### config.mk
export PLATFORM = sky130hd
export DESIGN_NAME = ir_cursor_ctrl
export DESIGN_NICKNAME = d
export VERILOG_FILES = /design/src/rtl/ir_cursor_ctrl.sv
export SDC_FILE = /design/constraint.sdc
export NUM_CORES = 1
export LEC_CHECK = 0
export BUFFER_PORTS_ARGS = -buffer_cell sky130_fd_sc_hd__buf_2
export CAP_MARGIN = 20
export CORE_MARGIN = 1
export CORE_UTILIZATION = 40
export DETAILED_ROUTE_END_ITERATION = 7
export PLACE_DENSITY_LB_ADDON = 0.12
export SYNTH_ARGS = -nofsm -noshare
export SYNTH_HDL_FRONTEND = slang
export SYNTH_SLANG_ARGS = --single-unit
export TNS_END_PERCENT = 30
### constraint.sdc
create_clock -name Clock -period 9.3 [get_ports Clock]
set_clock_uncertainty 0.15 [all_clocks]
set_input_delay 2.79 -clock Clock [delete_from_list [all_inputs] [get_ports Clock]]
set_output_delay 2.79 -clock Clock [all_outputs]
set_load 0.02 [all_outputs]
### src/rtl/ir_cursor_ctrl.sv
// Cursor position controller for the IR remote: one step per new direction, then auto-repeat while held.
// Optional CURSOR_WRAP_EN makes out-of-range moves wrap to the opposite edge instead of clamping.
module ir_cursor_ctrl #(
  parameter int H_MAX         = 640,
  parameter int V_MAX         = 480,
  parameter int BOX_SIZE      = 16,
  parameter int STEP          = 4,
  parameter int HOLD_CYCLES   = 12500000,
  parameter int REPEAT_CYCLES = 2500000,
  parameter int X_INIT        = 312,
  parameter int Y_INIT        = 232
) (
  input  logic       Clock,
  input  logic       Reset,
  input  logic       Up,
  input  logic       Down,
  input  logic       Left,
  input  logic       Right,
  output logic [9:0] CursorX,
  output logic [9:0] CursorY,
  output logic       Moved,
  output logic       EdgeHit,
  output logic       Repeating,
  // 0 = wait-release, 1 = idle, 2 = hold, 3 = repeat
  output logic [1:0] StateDbg
);

  typedef enum logic [1:0] {
    WAIT_RELEASE = 2'd0,
    IDLE         = 2'd1,
    HOLD         = 2'd2,
    REPEAT       = 2'd3
  } state_t;

  localparam logic signed [10:0] X_MAX_S  = 11'(H_MAX - BOX_SIZE);
  localparam logic signed [10:0] Y_MAX_S  = 11'(V_MAX - BOX_SIZE);
  localparam logic signed [10:0] STEP_S   = 11'(STEP);
  localparam logic [23:0]        HOLD_LAST   = 24'(HOLD_CYCLES - 1);
  localparam logic [23:0]        REPEAT_LAST = 24'(REPEAT_CYCLES - 1);

  state_t            state;
  logic [23:0]       counter;
  logic signed [1:0] dx, dy;
  logic signed [1:0] lastDx, lastDy;
  logic              dirActive;
  logic              dirChanged;
  logic              counterDone;
  logic              stepReq;
  logic [10:0]       stepX, stepY;

  // Returns {clipped, new position}; the sum runs in 11-bit signed so negatives are visible.
  function automatic logic [10:0] axisStep(input logic [9:0] pos,
                                           input logic signed [1:0] d,
                                           input logic signed [10:0] maxPos);
    logic signed [10:0] sum;
    logic signed [10:0] wrapped;
    logic               hit;
    logic [9:0]         res;
    sum     = $signed({1'b0, pos});
    wrapped = 11'sd0;
    if (d == 2'sd1) begin
      sum = sum + STEP_S;
    end else if (d == -2'sd1) begin
      sum = sum - STEP_S;
    end
    hit = 1'b0;
    res = sum[9:0];
    if (sum < 11'sd0) begin
      hit = 1'b1;
`ifdef CURSOR_WRAP_EN
      wrapped = sum + maxPos + 11'sd1;
      res     = wrapped[9:0];
`else
      res     = 10'd0;
`endif
    end else if (sum > maxPos) begin
      hit = 1'b1;
`ifdef CURSOR_WRAP_EN
      wrapped = sum - maxPos - 11'sd1;
      res     = wrapped[9:0];
`else
      res     = maxPos[9:0];
`endif
    end
    return {hit, res};
  endfunction

  // Opposing buttons cancel per axis; diagonals pass through.
  always_comb begin
    dx = 2'sd0;
    dy = 2'sd0;
    if (Right && !Left) begin
      dx = 2'sd1;
    end else if (Left && !Right) begin
      dx = -2'sd1;
    end
    if (Down && !Up) begin
      dy = 2'sd1;
    end else if (Up && !Down) begin
      dy = -2'sd1;
    end
  end

  always_comb begin
    dirActive   = (dx != 2'sd0) || (dy != 2'sd0);
    dirChanged  = (dx != lastDx) || (dy != lastDy);
    counterDone = (state == HOLD) ? (counter == HOLD_LAST) : (counter == REPEAT_LAST);
    stepX       = axisStep(CursorX, dx, X_MAX_S);
    stepY       = axisStep(CursorY, dy, Y_MAX_S);
    stepReq     = 1'b0;
    if (state == IDLE) begin
      stepReq = dirActive;
    end else if (state == HOLD || state == REPEAT) begin
      stepReq = dirActive && (dirChanged || counterDone);
    end
  end

  always_ff @(posedge Clock) begin
    if (Reset) begin
      state     <= WAIT_RELEASE;
      counter   <= 24'd0;
      lastDx    <= 2'sd0;
      lastDy    <= 2'sd0;
      CursorX   <= 10'(X_INIT);
      CursorY   <= 10'(Y_INIT);
      Moved     <= 1'b0;
      EdgeHit   <= 1'b0;
      Repeating <= 1'b0;
    end else begin
      Moved   <= 1'b0;
      EdgeHit <= 1'b0;
      if (stepReq) begin
        CursorX <= stepX[9:0];
        CursorY <= stepY[9:0];
        Moved   <= (stepX[9:0] != CursorX) || (stepY[9:0] != CursorY);
        EdgeHit <= stepX[10] || stepY[10];
      end
      case (state)
        WAIT_RELEASE: begin
          if (!dirActive) begin
            state <= IDLE;
          end
        end
        IDLE: begin
          if (dirActive) begin
            lastDx  <= dx;
            lastDy  <= dy;
            counter <= 24'd0;
            state   <= HOLD;
          end
        end
        HOLD, REPEAT: begin
          if (!dirActive) begin
            state     <= IDLE;
            counter   <= 24'd0;
            Repeating <= 1'b0;
          end else if (dirChanged) begin
            // A switch without a release gap restarts the hold delay.
            lastDx    <= dx;
            lastDy    <= dy;
            counter   <= 24'd0;
            state     <= HOLD;
            Repeating <= 1'b0;
          end else if (counterDone) begin
            counter   <= 24'd0;
            state     <= REPEAT;
            Repeating <= 1'b1;
          end else if (counter != 24'hFFFFFF) begin
            counter <= counter + 24'd1;
          end
        end
        default: begin
          state <= WAIT_RELEASE;
        end
      endcase
    end
  end

  assign StateDbg = state;

endmodule

==> flow_summary_export.csv <==
group,metric,value,unit
setup_path,ff2ff_path_depth,10,
cells_and_area,multi_input_area,2200,sq um
setup_path,cp-start-kind,"input pin",
placement,gp_congestion,0.837,
cells_and_area,final_util,44.9,%
timing,hold_ws,0.325,ns
yosys,yosysWarnings,0,
global_route,grt_pass1_vias,3048,
timing,hold_violations,0,
floorplan,die_x,94.5,um
timing,slew_headroom,41.0,%
yosys,synth_cell_types,63,
routing,viasPerCell,5.63,
pwr,finalPower,0.447,mW
pwr,ir_worst_vdd,0.0527,mV
setup_path,end_kind,"register",
routing,ant_nets,0,
clock_network,cts_buffer_depth,2,
cells_and_area,nNetsFinal,473,
timing,setup_tns,0,ns
routing,dr.pass1.iters,4,
setup_path,path_class,"input pin to register",
global_route,grt_max_degree,21,
yosys,ys.flop_type,"dfxtp_1",
routing,drt_iter0_markers,94,
global_route,overflow,0,
clock_network,post_cts_resized,0,
cells_and_area,n_fill_cell,876,
floorplan,initial_utilization,41.4,%
setup_path,crit_fanout,12,
clock_network,numCtsBuffers,5,
global_route,grt_pass1_wl,14.1,mm
timing,fmax,179,MHz
timing,drv_slew,0,
cells_and_area,final_cell_mix,"53 x dfxtp_1, 45 x nor2_1, 44 x nand2_1",
yosys,synth-edff-count,0,
timing,setup_viol,0,
global_route,antenna_found_initial,0,
floorplan,core_area,8260,sq um
placement,place_area,3620,sq um
timing,fin_crit_sh,60.1,%
clock_network,postCtsHoldBufs,0,
clock_network,clk_pin_slew,0.10,ns
cells_and_area,syn_to_final_growth,8.53,%
routing,drc,0,
placement,hpwl,6.07,mm
pwr,cellPowerDensity,121,nW/um^2
yosys,yosysSeqAreaShare,31.0,%
cells_and_area,fin_area,3710,sq um
pwr,leakagePower,1.37,nW
yosys,async_reset_ff_share,0,%
run,max_cap_viol_count,0,
yosys,syn-mean-instance-area,7.75,sq um
timing,worst_pin_slew,0.878,ns
min_path,hold_class,"register to register",
routing,wl_per_cell,14.7,um
cells_and_area,seq_area,1060,sq um
yosys,ys_ff_latch,53,
yosys,syn_nets,457,
clock_network,cts.sinks,53,
clock_network,cts_root_buf,"clkbuf_8",
floorplan,dieArea,8920,sq um
cells_and_area,drive_gt1_share,11.1,%
floorplan,ios,31,
cells_and_area,final_common_cell,"dfxtp_1",
cells_and_area,antenna_cells,0,
timing,rsz0062_at_grt,"false",
yosys,synth_cells,441,
floorplan,num_rows,33,
min_path,min_path_cells,2,
clock_network,clock_latency,0.31,ns
clock_network,cts_max_level,2,
timing,finalCriticalPeriod,5.59,ns
global_route,grt_usage,19.9,%
floorplan,die_h,94.5,um
status,status,"finished, final reports clean",
yosys,synth_area,3420,sq um
placement,portBuffers,30,
clock_network,tritoncts,"built",
clock_network,postCtsSetupBuffers,0,
setup_path,crit_arrival,5.63,ns
setup_path,cp_data_required_time,9.34,ns
routing,wl,8.30,mm
routing,dr_total_vias,3167,
cell usage after synthesis (all sizes together) (7+ instances only):
master / count / share of area, %
and2: 10 / 1.8
dfxtp: 53 / 31
nor2: 46 / 5.1
xnor2: 25 / 6.4
inv: 19 / 2.1
or3: 7 / 1.3
clkbuf: 18 / 2.0
o21ai: 25 / 3.7
a21oi: 27 / 4.0
nor4: 7 / 1.7
ha: 10 / 3.7
nand2: 44 / 4.8
xor2: 11 / 2.8
and3: 9 / 1.6
nand4: 9 / 1.6
nor3: 24 / 3.5
nand3: 14 / 2.0
where the power goes:
| group | switching [mW] | internal [mW] |
|---|---|---|
| combinational | 0.0454 | 0.0257 |
| clock | 0.0819 | 0.0536 |
| sequential | 0.00877 | 0.232 |
layout make-up:
class / instances / area share (%)
Clock buffer: 5 / 1.85
Sequential cell: 53 / 28.6
Timing Repair Buffer: 31 / 4.25
Multi-Input combinational cell: 347 / 59.3
Clock inverter: 3 / 0.573
Tap cell: 105 / 3.54
Inverter: 19 / 1.92
state kept, by name, summed over array words and instances, names as in the netlist:
| signal | cells |
|---|---|
| lastDx | 2 |
| Moved | 1 |
| StateDbg | 2 |
| CursorY | 10 |
| CursorX | 10 |
| counter | 24 |
| lastDy | 2 |
| Repeating | 1 |
| EdgeHit | 1 |
metal layers:
metal  vias up  track usage, %  wire length (um)
met5         -               0                 0
met1      1484            24.6              3770
li1       1620               -                 -
met3        10            3.06               353
met4         0            5.93                99
met2        53            35.4              4080
logic make-up after synthesis:
group,Yosys count,synth area share [%]
xor+xnor,36,9.22
fa+ha+maj,10,3.66
compound gates,93,18.4
mux,6,1.79
buf+inv,41,4.65
flops,53,31.0
simple gates,202,31.2
through the flow:
stage	setup slack, ns	cells
6_report	3.71	563
5_1_grt	3.49	563
4_1_cts	3.73	563
3_5_place_dp	3.40	555
3_3_place_gp	3.44	555
2_1_floorplan	3.85	441
path summary, 6_finish.rpt:
path                            startpoint         to  slack, ns
worst max register to register  CursorX[3]      Moved       5.91
worst min-delay path             lastDx[1]  lastDx[1]       0.33
worst min register to register   lastDx[1]  lastDx[1]       0.33
worst max-delay path                    Up      Moved       3.71
worst max-delay path, stage by stage:
cell	delay (ns)
buf_2	0.11
inv_1	0.04
ha_1	0.30
or4b_1	0.57
o21bai_1	0.33
xor2_1	0.11
o2111ai_1	0.36
o211ai_2	0.26
or4_1	0.54
o21ai_0	0.12
a31oi_1	0.11
Power figures use the tool's default switching activity.
